===== src/rtl/led_catcher_game_ctrl.sv =====
// LED catcher game sequencer: arming, LFSR target pick, reaction window,
// hit/miss judgement, score/round counting and window ramp-down.
module led_catcher_game_ctrl #(
  parameter int TICK_DIV    = 100000,
  parameter int ROUNDS      = 10,
  parameter int INIT_WINDOW = 20,
  parameter int MIN_WINDOW  = 4,
  parameter int WINDOW_STEP = 2
) (
  input  logic        clk,
  input  logic        rst,
  input  logic        start,
  input  logic [15:0] switch,
  output logic [15:0] led,
  output logic [7:0]  score,
  output logic [7:0]  round,
  output logic        hit,
  output logic        miss,
  output logic        game_over,
  output logic [2:0]  phase
);
  typedef enum logic [2:0] {
    IDLE   = 3'd0,
    ARM    = 3'd1,
    PLAY   = 3'd2,
    RESULT = 3'd3,
    DONE   = 3'd4
  } phase_e;

  localparam int            PW         = $clog2(TICK_DIV);
  localparam logic [PW-1:0] PRESC_LAST = PW'(TICK_DIV - 1);
  localparam logic [7:0]    INIT_W     = 8'(INIT_WINDOW);
  localparam logic [7:0]    MIN_W      = 8'(MIN_WINDOW);
  localparam logic [7:0]    STEP_W     = 8'(WINDOW_STEP);
  localparam logic [8:0]    ROUNDS_W   = 9'(ROUNDS);
  localparam logic [8:0]    STEP_FLOOR = 9'(MIN_WINDOW + WINDOW_STEP);

  // Shrink the window by one step, clamping at the floor before any underflow.
  function automatic logic [7:0] shrink_window(input logic [7:0] w);
    if ({1'b0, w} >= STEP_FLOOR) return w - STEP_W;
    return MIN_W;
  endfunction

  phase_e        phase_q, phase_d;
  logic [4:0]    lfsr_q, lfsr_d;
  logic [15:0]   led_q, led_d;
  logic [7:0]    score_q, score_d;
  logic [7:0]    round_q, round_d;
  logic [7:0]    window_q, window_d;
  logic [PW-1:0] presc_q, presc_d;
  logic [7:0]    elapsed_q, elapsed_d;
  logic          hit_q, hit_d;
  logic          miss_q, miss_d;
  logic          game_over_q, game_over_d;

  logic sw_clear, sw_match, sw_wrong, tick_wrap, timeout;
  logic judge_hit, judge_miss, last_round;

  assign lfsr_d     = {lfsr_q[3:0], lfsr_q[4] ^ lfsr_q[2]};
  assign sw_clear   = (switch == 16'h0000);
  assign sw_match   = (switch == led_q);
  assign sw_wrong   = !sw_clear && !sw_match;
  assign tick_wrap  = (presc_q == PRESC_LAST);
  assign timeout    = tick_wrap && (({1'b0, elapsed_q} + 9'd1) == {1'b0, window_q});
  // A correct pattern wins over a coincident timeout.
  assign judge_hit  = (phase_q == PLAY) && sw_match;
  assign judge_miss = (phase_q == PLAY) && !sw_match && (sw_wrong || timeout);
  assign last_round = (({1'b0, round_q} + 9'd1) == ROUNDS_W);

  always_ff @(posedge clk or posedge rst) begin
    if (rst) begin
      phase_q     <= IDLE;
      lfsr_q      <= 5'b00001;
      led_q       <= '0;
      score_q     <= '0;
      round_q     <= '0;
      window_q    <= INIT_W;
      presc_q     <= '0;
      elapsed_q   <= '0;
      hit_q       <= 1'b0;
      miss_q      <= 1'b0;
      game_over_q <= 1'b0;
    end else begin
      phase_q     <= phase_d;
      lfsr_q      <= lfsr_d;
      led_q       <= led_d;
      score_q     <= score_d;
      round_q     <= round_d;
      window_q    <= window_d;
      presc_q     <= presc_d;
      elapsed_q   <= elapsed_d;
      hit_q       <= hit_d;
      miss_q      <= miss_d;
      game_over_q <= game_over_d;
    end
  end

  always_comb begin
    phase_d = phase_q;
    case (phase_q)
      IDLE, DONE: if (start) phase_d = ARM;
      ARM:        if (sw_clear) phase_d = PLAY;
      PLAY:       if (judge_hit || judge_miss) phase_d = RESULT;
      RESULT:     if (sw_clear) phase_d = last_round ? DONE : PLAY;
      default:    phase_d = IDLE;
    endcase
  end

  always_comb begin
    led_d       = led_q;
    score_d     = score_q;
    round_d     = round_q;
    window_d    = window_q;
    presc_d     = presc_q;
    elapsed_d   = elapsed_q;
    hit_d       = 1'b0;
    miss_d      = 1'b0;
    game_over_d = (phase_d == DONE);
    case (phase_q)
      IDLE, DONE: begin
        if (start) begin
          score_d  = '0;
          round_d  = '0;
          window_d = INIT_W;
        end
      end
      PLAY: begin
        if (tick_wrap) begin
          presc_d   = '0;
          elapsed_d = elapsed_q + 8'd1;
        end else begin
          presc_d   = presc_q + PW'(1);
        end
        if (judge_hit) begin
          hit_d    = 1'b1;
          score_d  = score_q + 8'd1;
          window_d = shrink_window(window_q);
          led_d    = '0;
        end else if (judge_miss) begin
          miss_d   = 1'b1;
          led_d    = '0;
        end
      end
      RESULT: if (sw_clear) round_d = round_q + 8'd1;
      default: ;
    endcase
    // Every entry into PLAY picks a fresh target and restarts the window timing.
    if ((phase_d == PLAY) && (phase_q != PLAY)) begin
      led_d     = 16'd1 << lfsr_q[3:0];
      presc_d   = '0;
      elapsed_d = '0;
    end
  end

  assign led       = led_q;
  assign score     = score_q;
  assign round     = round_q;
  assign hit       = hit_q;
  assign miss      = miss_q;
  assign game_over = game_over_q;
  assign phase     = phase_q;
endmodule


===== config.mk =====
export PLATFORM = sky130hd
export DESIGN_NAME = led_catcher_game_ctrl
export DESIGN_NICKNAME = d
export VERILOG_FILES = /design/src/rtl/led_catcher_game_ctrl.sv
export SDC_FILE = /design/constraint.sdc
export NUM_CORES = 1
export LEC_CHECK = 0
export CORE_MARGIN = 3
export CORE_UTILIZATION = 50
export DETAILED_ROUTE_END_ITERATION = 10
export PLACE_DENSITY = 0.76
export SLEW_MARGIN = 20
export SYNTH_ARGS = -nofsm -noshare
export SYNTH_HDL_FRONTEND = slang
export SYNTH_SLANG_ARGS = --single-unit

===== constraint.sdc =====
create_clock -name clk -period 2.4 [get_ports clk]
set_input_delay 0.36 -clock clk [delete_from_list [all_inputs] [get_ports clk]]
set_output_delay 0.36 -clock clk [all_outputs]
set_load 0.03 [all_outputs]

== Word level (Yosys, flattened, before mapping) ==
Index checks and enable logic that the tools add are counted.

* Output and inout bits: 38
* Register bits: 76
* Input bits: 19
* Logic and storage cells: 91

* Mux-type cells: 34
* Magnitude comparators: 1
* Equal/unequal tests: 14
* Shifts and indexed selects: 1
* Add/sub/neg operators: 7
* Bitwise logic cells: 1
* Reductions and logical operators: 22

{| class="wikitable"
|+ Operators with widths
! cell !! number
|-
| 8-bit 2-to-1 mux || 10
|-
| 16-bit 2-to-1 mux || 4
|-
| 17-bit 2-to-1 mux || 3
|-
| 8-bit case mux with 2 select lines || 3
|-
| 8-bit by 1-bit adder with 8-bit output, second input constant || 3
|-
| 8-bit by 1-bit adder with 9-bit output, second input constant || 2
|-
| 17-bit by 1-bit adder with 17-bit output, second input constant || 1
|-
| 17-bit equality test, second input constant || 1
|-
| 16-bit equality test || 1
|-
| 16-bit logical NOT || 1
|-
| 1-bit by 4-bit << shifter with 16-bit output, first input constant || 1
|-
| 3-bit 2-to-1 mux || 5
|-
| 3-bit case mux with 4 select lines || 1
|-
| 3-bit by 2-bit equality test with 1-bit output, second input constant || 3
|-
| 9-bit by 4-bit equality test with 1-bit output, second input constant || 1
|-
| 9-bit by 8-bit equality test with 1-bit output || 1
|-
| 8-bit by 3-bit >= comparator with 1-bit output, second input constant || 1
|-
| 1-bit 2-to-1 mux || 8
|-
| 2-bit nonzero test || 4
|-
| 8-bit by 2-bit subtractor with 8-bit output, second input constant || 1
|-
| 3-bit equality test, second input constant || 2
|-
| 1-bit logical AND || 6
|-
| 2-bit inequality test, second input constant || 3
|-
| 3-bit AND reduction || 2
|-
| other kinds (9) || 12
|}

== Longest topological paths before layout ==
Gate-level depths: netlist of the first run.

* Depth after elaboration: 12
* Mapped depth: 10
* Gate-level depth less buffers: 8

== Worst setup path after synthesis of the first run ==
Ideal clock, no wire load.

* Path kind: register -> register
* Start: register round_q[0] (netlist: round[0])
* End: register elapsed_q[3]
* Path buffers: 2
* Slack: 0.071 ns
* Clock period less this slack: 2.329 ns
* Cell stages (with the launch flop): 10
* Data required time: 2.267 ns
* Library setup time: 0.133 ns
* Data arrival time: 2.196 ns
* Cell sequence: dfrtp_1 -> and2_1 -> and4_1 -> nor2_1 -> o2111a_1 -> a221o_1 -> buf_6 -> clkbuf_1 -> o21ai_0 -> o41ai_1

* Word-level cells in the longest chain between the ends: 9
* Elaborated cells between the ends (all ways): 11
* Those cells by class: 1 x add/sub; 2 x eq/ne; 4 x mux; 4 x reduce/logical

{| class="wikitable"
|+ RTL lines
! element !! line !! text
|-
| start, declared || 48 || <nowiki>logic [7:0] round_q, round_d;</nowiki>
|-
| start signal, assigned || 88 || <nowiki>round_q <= round_d;</nowiki>
|-
| 8-bit by 1-bit adder with 9-bit output (*) || 68 || <nowiki>assign last_round = (({1'b0, round_q} + 9'd1) == ROUNDS_W);</nowiki>
|-
| 9-bit by 4-bit equality test with 1-bit output (*) || 68 ||
|-
| 3-bit 2-to-1 mux (*) (2 in series) || 104 || <nowiki>RESULT: if (sw_clear) phase_d = last_round ? DONE : PLAY;</nowiki>
|-
| 3-bit case mux with 4 select lines (*) || 100 || <nowiki>case (phase_q)</nowiki>
|-
| 3-bit by 2-bit equality test with 1-bit output (*) || 148 || <nowiki>if ((phase_d == PLAY) && (phase_q != PLAY)) begin</nowiki>
|-
| 1-bit logical AND (*) || 148 ||
|-
| 2-bit nonzero test (no source line) || - ||
|-
| 2-bit AND reduction (no source line) || - ||
|-
| end signal, assigned || 91 || <nowiki>elapsed_q <= elapsed_d;</nowiki>
|-
| end, declared || 51 || <nowiki>logic [7:0] elapsed_q, elapsed_d;</nowiki>
|}

Every way passes the cells marked *; elsewhere a longest branch is shown, timed or not.
A chain may end at the register's enable or synchronous reset.

== Worst setup path in the final report of the first run ==
* Start: register elapsed_q[1]
* End: register led_q[4] (netlist: led[4])

* Word-level cells in the longest chain between the ends: 12
* Elaborated cells between the ends (all ways): 14
* Those cells by class: 1 x add/sub; 2 x eq/ne; 3 x mux; 8 x reduce/logical

{| class="wikitable"
|+ RTL lines
! element !! line !! text
|-
| 8-bit by 1-bit adder with 9-bit output (*) || 64 || <nowiki>assign timeout = tick_wrap && (({1'b0, elapsed_q} + 9'd1) == {1'b0, window_q});</nowiki>
|-
| 9-bit by 8-bit equality test with 1-bit output (*) || 64 ||
|-
| 1-bit logical AND (*) || 64 ||
|-
| 1-bit logical OR (*) || 67 || <nowiki>assign judge_miss = (phase_q == PLAY) && !sw_match && (sw_wrong || timeout);</nowiki>
|-
| 1-bit logical AND (*) || 67 ||
|-
| 1-bit logical OR || 103 || <nowiki>PLAY: if (judge_hit || judge_miss) phase_d = RESULT;</nowiki>
|-
| 3-bit 2-to-1 mux || 103 ||
|-
| 3-bit case mux with 4 select lines || 100 ||
|-
| 3-bit by 2-bit equality test with 1-bit output || 148 ||
|-
| 1-bit logical AND || 148 ||
|-
| 3-bit nonzero test (no source line) or 2-bit nonzero test (tied branches) || - ||
|-
| 2-bit AND reduction (no source line) || - ||
|-
| end signal, assigned || 86 || <nowiki>led_q <= led_d;</nowiki>
|-
| end, declared || 46 || <nowiki>logic [15:0] led_q, led_d;</nowiki>
|}

Marks and branches as above.

==> qor.yml, run 1 <==
grt_pass1_wl_um: 17530
clk_latency_ns: 0.35
overflow: 0
worstPathArrival_ns: 2.53
leakagePower_nw: 2.238
drv_cap: 0
dp.cells: 611
clock_path_buffers: 2
tns_ns: 0
hold_path.class: "in2async"
layout-drive-gt1-share_pct: 15.21
first_pass_iters: 5
cp_top_family: "compound AO/OA/AOI/OAI gates"
max_freq_mhz: 437.6
drc: 0
dp_hpwl_um: 7424
finClkSkew_ns: 0.01113
crit_required_ns: 2.64
endpoint_kind: "flop"
antenna_cells: 0
avgSynthCellArea_um2: 9.434
reg2reg_slack_ns: 0.11
crit_chain: "ha_1 -> and4_4 -> nand2_1 -> xnor2_1 -> a2111oi_4 -> nand3_2 -> a21o_4 -> a22o_1"
slowest_stage: "dfrtp_1"
core_area_mm2: 0.007848
ys_warn_count: 0
finalPower_mw: 2.420
synthFlopType: "dfrtp_1"
synth_nets: 462
vias_per_cell: 5.839
fillers: 651
yosysSeqAreaShare_pct: 45.61
cts_tree: "built"
drtIter0Drc: 196
ys_top_cells_by_area: "dfrtp_1, o21ai_0, xor2_1"
antenna_found_initial: 0
seqPwrFrac_pct: 53.5
period_needed_ns: 2.285
worstPathMaxFanout: 16
p_per_area_mw_per_mm2: 463.1
rows: 32
routed_wl_um: 10210
area_growth_pct: 26.74
htreeDepth: 3
finalNonFillerCells: 628
cts_hold_buf: 0
clk_pin_slew_ns: 0.09
numClockSinks: 75
synth_edf_count: 0
die_h_um: 96.81
ir_worst_vdd_mv: 0.3580
worstSetupPathType: "reg2reg"
relSlewSlack_pct: 69.44
tightest_slew_ns: 0.4577
vias: 3667
finalInstanceArea_mm2: 0.005225
final_common_cell: "dfrtp_1"
die_x_um: 96.81
internal_power_mw: 1.807
p_clk_share_pct: 38.4
grt_usage_pct: 22.27
gp_congestion: 0.9000
io_buffers: 56
switching_share_pct: 25.33
dieArea_mm2: 0.009371
grt_max_degree: 41
slowest_delay_ns: 0.39
grt_pass1_vias: 3620
num-nets-final: 546
netlist_area_mm2: 0.004123
pwr-share-comb_pct: 8.0
dpl_cell_area_mm2: 0.005000
yosysTopAreaCell: "dfrtp_1"
synthArstFlopShare_pct: 100.0
drv_slew: 0
wl_per_cell_um: 16.26
initial_utilization_pct: 52.54
utilization_pct: 66.58
p_switching_mw: 0.6128
synth_top_area_share_pct: 43.70
finalHoldViolCount: 0
cts_inserted_buffers: 9
grt_setup_unrepaired: "false"
drtAntennaViolNets: 0
status: "finished, final reports clean"
finalCritPeriodShare_pct: 95.22
multiInputGateArea_mm2: 0.002135
crit_buf_inv: 0
setup_viol: 0
seq_area_mm2: 0.001882
start_kind: "flop"
synth_seq_cells: 75
synth_cell_types: 54
mostFrequentLayoutCells: "dfrtp_1, clkdlybuf4s50_1, o21ai_0"
synthCells: 437
ctsRootBufferMaster: "clkbuf_8"
io_pins: 57
## area by class of cell
| cell class | count | share of cell area, % |
|---|---|---|
| clock buffer | 12 | 2.969 |
| clock inverter | 4 | 0.6466 |
| inverter | 8 | 0.5747 |
| multi-input combinational | 333 | 40.85 |
| sequential | 75 | 36.02 |
| tap | 102 | 2.443 |
| timing repair buffer | 94 | 16.50 |
## flip-flops by register name, summed over array words and instances, names as in the netlist
signal	flops
window_q	7
miss	1
lfsr_q	5
score	8
elapsed_q	8
presc_q	17
hit	1
round	8
game_over	1
led	16
phase	3
## power groups by stage
stage	clock, mW	sequential (mW)	combinational, mW
floorplan	0	1.32	0.112
global placement	0	1.32	0.190
detailed placement	0	1.32	0.196
CTS	0.941	1.29	0.197
global route	0.997	1.30	0.217
finish	0.930	1.29	0.195
## cell families (layout without fill, tap and decap cells)
| group | count (synthesis) | in the layout | synth area share [%] |
|---|---|---|---|
| muxes | 2 | 2 | 0.5462 |
| xor gates and xnor gates | 37 | 37 | 7.860 |
| and+or+nand+nor | 175 | 175 | 22.94 |
| buffers and inverters | 29 | 118 | 3.187 |
| DFF | 75 | 75 | 45.61 |
| adders and majority gates | 6 | 6 | 1.821 |
| AOI/OAI and AO/OA | 113 | 113 | 18.03 |
## stage by stage
step,hold WS [ns],worst slack [ns]
2_1_floorplan,0.3520,0.07087
3_3_place_gp,0.3942,-0.1552
3_5_place_dp,0.3918,-0.2000
4_1_cts,0.3416,0.03908
5_1_grt,0.3781,0.005089
6_report,0.3349,0.1147
## worst reg2reg max path, cell delays in order (launching register included)
cell,delay [ns]
dfrtp_1,0.39
ha_1,0.18
and4_4,0.22
nand2_1,0.10
xnor2_1,0.19
a2111oi_4,0.38
nand3_2,0.16
a21o_4,0.31
a22o_1,0.24
## layer usage
| layer | global-route usage [%] | wire length, um |
|---|---|---|
| met3 | 3.244 | 457 |
| met4 | 6.587 | 138 |
| met5 | 0 | 0 |
| met1 | 30.80 | 4486 |
| met2 | 36.41 | 5130 |
## cells in the mapped netlist (3+ instances only)
library cell	instances
dfrtp_1	72
o21ai_0	54
nor2_1	43
nand2_1	40
xor2_1	29
nand3_1	21
a21oi_1	13
nand4_1	12
clkbuf_1	11
nor4_1	10
o31ai_1	10
a22o_1	9
and3_1	9
a32o_1	8
inv_1	8
xnor2_1	8
and2_1	7
buf_2	6
ha_1	6
nor3_1	6
a31oi_1	4
nand2b_1	4
or3_1	4
dfstp_2	3
nand3b_1	3
o41ai_1	3
## worst paths after layout
check,from,depth (start not counted),to
min,rst,2,elapsed_q[2]
max,elapsed_q[1],8,led[4]
min reg2reg,lfsr_q[4],1,lfsr_q[0]
max reg2reg,elapsed_q[1],8,led[4]
min in group clk,lfsr_q[4],1,lfsr_q[0]
max in group asynchronous,rst,3,lfsr_q[0]
## repair_timing
| item | CTS | global route |
|---|---|---|
| endpoints found under the setup margin | 1 | 41 |
| resized for setup | 1 | 8 |
| buffers inserted | 0 | 1 |
| gates cloned | 0 | 0 |
Note: power is estimated with default switching activity, not from simulation.
==> run 2, diff against run 1 <==
- CORE_UTILIZATION: 50 -> 55
- PLACE_DENSITY: 0.76 -> 0.91
- clock period: 2.4 -> 2.42 ns (I/O delays scaled with it)
==> run 2 against run 1 <==
Worst hold slack gained 0.063 ns. Global-route usage rose by 4.1 points. Die area down 8.5%. Highest routed layer unchanged.
==> qor.yml, run 2 (same netlist as run 1, synthesis figures left out) <==
status: "finished, final reports clean"
slowest_delay_ns: 0.45
finalInstanceArea_mm2: 0.005233
gp_congestion: 0.8941
finalCritPeriodShare_pct: 97.26
vias: 3776
worstSetupPathType: "reg2reg"
hp-start: "lfsr_q[4]"
wl_per_cell_um: 17.79
cp_top_family: "compound AO/OA/AOI/OAI gates"
p_switching_mw: 0.6404
vias_per_cell: 6.150
grt_usage_pct: 26.32
crit_buf_inv: 0
hold_path.class: "reg2reg"
seqPwrFrac_pct: 46.1
relSlewSlack_pct: 65.13
setup_viol: 0
num-nets-final: 538
endpoint_kind: "flop"
dieArea_mm2: 0.008571
drtIter0Drc: 275
io_buffers: 56
internal_power_mw: 2.153
die_x_um: 92.58
max_freq_mhz: 424.9
drc: 0
area_growth_pct: 26.92
first_pass_iters: 5
drv_slew: 0
layout-drive-gt1-share_pct: 13.90
cts_hold_buf: 0
period_needed_ns: 2.354
start_kind: "flop"
hold_path_end: "lfsr_q[0]"
drtAntennaViolNets: 0
p_clk_share_pct: 47.1
finalHoldViolCount: 0
tightest_slew_ns: 0.5218
fillers: 473
crit_chain: "ha_1 -> nor4b_1 -> a31o_2 -> o2111a_1 -> a221o_2 -> a21o_4 -> a22o_1"
clk_pin_slew_ns: 0.09
antenna_found_initial: 0
numClockSinks: 75
die_h_um: 92.58
core_area_mm2: 0.007019
io_pins: 57
dpl_cell_area_mm2: 0.004925
cts_inserted_buffers: 9
drv_cap: 0
ctsRootBufferMaster: "clkbuf_8"
leakagePower_nw: 2.244
worstPathArrival_ns: 2.59
worstPathMaxFanout: 16
ir_worst_vdd_mv: 0.4352
hold_depth: 1
tns_ns: 0
cts_tree: "built"
reg2reg_slack_ns: 0.07
htreeDepth: 3
clock_path_buffers: 2
overflow: 0
finClkSkew_ns: 0.009550
routed_wl_um: 10930
reg2reg_depth: 7
antenna_cells: 0
initial_utilization_pct: 58.73
r2r_start: "round[1]"
grt_pass1_wl_um: 18070
grt_max_degree: 76
p_per_area_mw_per_mm2: 533.9
mostFrequentLayoutCells: "dfrtp_1, clkdlybuf4s50_1, o21ai_0"
crit_required_ns: 2.65
largest_register: "presc_q"
clk_latency_ns: 0.35
grt_pass1_vias: 3718
final_common_cell: "dfrtp_1"
largest_reg_flops: 17
pwr-share-comb_pct: 6.8
slowest_stage: "a221o_2"
dp_hpwl_um: 7419
switching_share_pct: 22.92
rows: 30
finalPower_mw: 2.794
timing.rr.end: "led[0]"
==> run 2: power groups by stage <==
stage,logic [mW],clock network (mW),registers (mW)
after floorplan,0.111,0,1.31
after global placement,0.182,0,1.31
after detailed placement,0.190,0,1.31
after CTS,0.192,1.32,1.29
after global routing,0.210,1.38,1.29
final,0.191,1.32,1.29
==> run 2: what timing repair did <==
item                       in CTS  in global routing
gates resized for setup         2                  8
pin swaps                       0                  1
setup buffers                   2                  0
setup endpoints to repair       3                 34
hold endpoints to repair        0                  0
==> run 2: layer usage <==
metal	vias up	global-route usage [%]	part of all wire, %
met5	-	0	0
met4	0	8.416	2.4
met3	25	4.549	5.4
met2	165	45.86	51
met1	1837	33.23	41
li1	1749	-	-
==> run 2: worst max path at each step <==
stage	from	end	slack, ns	depth (start not counted)
floorplan	round[0]	elapsed_q[3]	0.09	9
global placement	switch[1]	presc_q[16]	-0.07	7
detailed placement	switch[1]	elapsed_q[7]	-0.23	7
CTS	round[0]	presc_q[2]	0.03	8
global route	elapsed_q[1]	led[0]	-0.02	8
finish	round[1]	led[0]	0.07	7
==> run 2: area by class of cell <==
| cell class | count | area, um2 | share of cell area [%] |
|---|---|---|---|
| Sequential cell | 75 | 1883 | 35.99 |
| Multi-Input combinational cell | 333 | 2126 | 40.63 |
| Clock inverter | 7 | 147.6 | 2.822 |
| Tap cell | 96 | 120.1 | 2.296 |
| Inverter | 8 | 30.03 | 0.5739 |
| Timing Repair Buffer | 86 | 802.0 | 15.33 |
| Clock buffer | 9 | 123.9 | 2.367 |
==> run 2: through the flow <==
stage          hold WS [ns]  instances  util, %  setup slack, ns
6_report             0.3983        614    74.55          0.06635
5_1_grt              0.4235        614    74.55         -0.02370
4_1_cts              0.3995        614    74.28          0.02785
3_5_place_dp         0.3876        596    70.16          -0.2330
3_3_place_gp         0.3849        596    70.16         -0.06932
2_1_floorplan        0.3520        437        -          0.09087
==> run 3, diff against run 2 <==
- CAP_MARGIN: unset -> 40
- TNS_END_PERCENT: unset -> 5
==> results of run 3 <==
No change in the layout: final DEF, timing and power equal those of run 2.
==> RTL change (flow settings as in run 3) <==
Reset style: synchronous (`rst`), changed in one clocked block.
--- a/src/rtl/led_catcher_game_ctrl.sv
+++ b/src/rtl/led_catcher_game_ctrl.sv
@@ -67,7 +67,7 @@
   assign judge_miss = (phase_q == PLAY) && !sw_match && (sw_wrong || timeout);
   assign last_round = (({1'b0, round_q} + 9'd1) == ROUNDS_W);
 
-  always_ff @(posedge clk or posedge rst) begin
+  always_ff @(posedge clk) begin
     if (rst) begin
       phase_q     <= IDLE;
       lfsr_q      <= 5'b00001;
Check against the original RTL: differs if rst is asserted again (counterexample within 4 cycles, from zero or initial values and one cycle with rst high); with rst held inactive, the same outputs for 10 cycles.
==> RTL change against run 3 <==
Final area is 8.1% lower. Area after synthesis down 9.8%. Combinational power down 16%. Sequential cell count unchanged. Count of clock-buffer cells in the layout is 3 higher. Worst setup slack worse by 0.017 ns. Non-clock buffer count shrank 1. Power down 12%. Routed wire length shrank 14%. Via count shrank 6.1%. First-iteration DRC count fell by 12%.
==> RTL change: results (changes against run 3) <==
SYNTHESIS
------------------------------------------------------------------------------------------
Share of the synthesized netlist area taken by xor and xnor gates                    12.7%   +4.9 points
Async set or reset register ratio after synthesis                                       0%   -100 points
Top_reg_cell synth                                                            sky130_fd_sc_hd__dfxtp_1
Number of distinct library cells after synthesis                                        50   -7.4%
Share of synthesized cell area in full adder, half adder and majority cells          2.02%   +0.20 points
Number of nets produced by synthesis                                                   453   -1.9%
Fraction of the mapped netlist area in compound gates                                11.6%   -6.4 points
Proportion of synthesized chip area in sequential cells                              40.4%   -5.3 points
Fraction of synthesized area in multiplexers                                         1.14%   +0.60 points
Commonest cells post-synth                                                    sky130_fd_sc_hd__dfxtp_1, sky130_fd_sc_hd__nor2_1, sky130_fd_sc_hd__xnor2_1, sky130_fd_sc_hd__nand2_1, sky130_fd_sc_hd__a21oi_1
Top cells by area, synth                                                      sky130_fd_sc_hd__dfxtp_1, sky130_fd_sc_hd__xnor2_1, sky130_fd_sc_hd__nor2_1

GLOBAL ROUTING
------------------------------------------------------------------------------------------
First-pass GRT wire length                                                         15.7 mm   -13%
Largest net degree at the start of global routing                                       19   -75%
Total routing resource utilization after global routing                              25.1%   -1.2 points

PLACED DESIGN
------------------------------------------------------------------------------------------
Detail Placement HPWL                                                              6.50 mm   -12%
Gp weighted congestion                                                               0.873   -2.3%
Post-place setup slack                                                           -0.196 ns   +0.0371 ns

CLOCK TREE
------------------------------------------------------------------------------------------
Buffers inserted by post-CTS timing repair                                               0   -2

ROUTE
------------------------------------------------------------------------------------------
DRC                                                                                      0   unchanged
Detail-routed via count per cell                                                      5.96   -3.1%
Final wirelength                                                                   9.36 mm   -14%

WORST SETUP PATH
------------------------------------------------------------------------------------------
CP top delay family                                                           simple AND/OR/NAND/NOR gates
Critical-path cell with the highest stage delay                               sky130_fd_sc_hd__or4b_1
Critical path peak fanout                                                                6   -10
Worst path max stage delay                                                         0.59 ns   +0.14 ns

FLOORPLANNING
------------------------------------------------------------------------------------------
Std-Cell Rows                                                                           29   -3.3%

STA
------------------------------------------------------------------------------------------
Pin slew with the least headroom to its limit                                     0.420 ns   -0.102 ns

MIN PATH
------------------------------------------------------------------------------------------
Number of cells on the worst hold path                                                   2   +1

RUN STATUS
------------------------------------------------------------------------------------------
Status                                                                        complete, no violations

POWER AND IR DROP
------------------------------------------------------------------------------------------
P_leak                                                                             1.70 nW   -24%

FINISH
------------------------------------------------------------------------------------------
Fraction of final layout cells with drive strength greater than 1                    12.5%   -1.4 points

RTL change: cell count changes in the layout (fill, tap and decap cells not counted), moves of 11 or more:
cell / run 3 / this run
sky130_fd_sc_hd__xor2_1: 29 / 15
sky130_fd_sc_hd__o21ai_0: 52 / 17
sky130_fd_sc_hd__xnor2_1: 8 / 39
sky130_fd_sc_hd__dfxtp_1: 0 / 73
sky130_fd_sc_hd__nor2_1: 41 / 62
sky130_fd_sc_hd__nand2_1: 40 / 29
sky130_fd_sc_hd__dfrtp_1: 70 / 0
sky130_fd_sc_hd__o2bb2ai_1: 0 / 12
RTL change: power breakdown:
group	total, mW	internal, mW	switching, mW
clock network	1.04	0.568	0.474
registers	1.26	1.24	0.0142
logic	0.161	0.0774	0.0836
total	2.46	1.89	0.572
RTL change: per-layer routing:
layer  up-vias  GRT usage (%)  share of wire (%)
met4         0           8.79                2.8
li1       1703              -                  -
met1      1672           30.2                 41
met5         -              0                  0
met2       142           43.4                 51
met3        30           6.70                5.8
RTL change: cell type report:
class | instances | area (sq um)
Fill cell | 401 | 1650
Clock inverter | 4 | 55.1
Sequential cell | 75 | 1500
Timing Repair Buffer | 85 | 791
Inverter | 12 | 45.0
Tap cell | 77 | 96.3
Clock buffer | 12 | 165
Multi-Input combinational cell | 330 | 2150
RTL change: worst register-to-register path, delay by kind of cell, from the launching register on:
kind                   cells  cell delay (ns)
and+or+nand+nor            3             1.03
AOI/OAI and AO/OA          3             0.79
DFF                        1             0.33
buffers and inverters      1             0.15
RTL change: cell families after synthesis:
group / count (synthesis)
adders and majority gates: 6
AOI/OAI and AO/OA: 66
xor gates and xnor gates: 54
buffers and inverters: 23
muxes: 4
and+or+nand+nor: 200
DFF: 75
RTL change: metrics by stage:
stage	hold slack, ns	utilization, %	setup TNS, ns	instance area, sq um	cells
after CTS	0.491	73.9	0	4780	595
after global routing	0.518	74.4	-0.284	4810	595
after global placement	0.445	70.5	-0.713	4560	579
final	0.489	74.4	0	4810	595
after floorplan	0.438	-	0	3720	428
after detailed placement	0.481	70.5	-1.90	4560	579
RTL change: path summary, 6_finish.rpt:
kind             start         to  slack [ns]
min          lfsr_q[4]  lfsr_q[0]        0.49
max           round[3]     led[2]        0.05
min reg2reg  lfsr_q[4]  lfsr_q[0]        0.49
max reg2reg   round[3]     led[2]        0.05
RTL change: what timing repair did:
item / 4_1_cts / 5_1_grt
hold buffers: 0 / 0
endpoints found under the setup margin: 0 / 22
resized for setup: 0 / 5
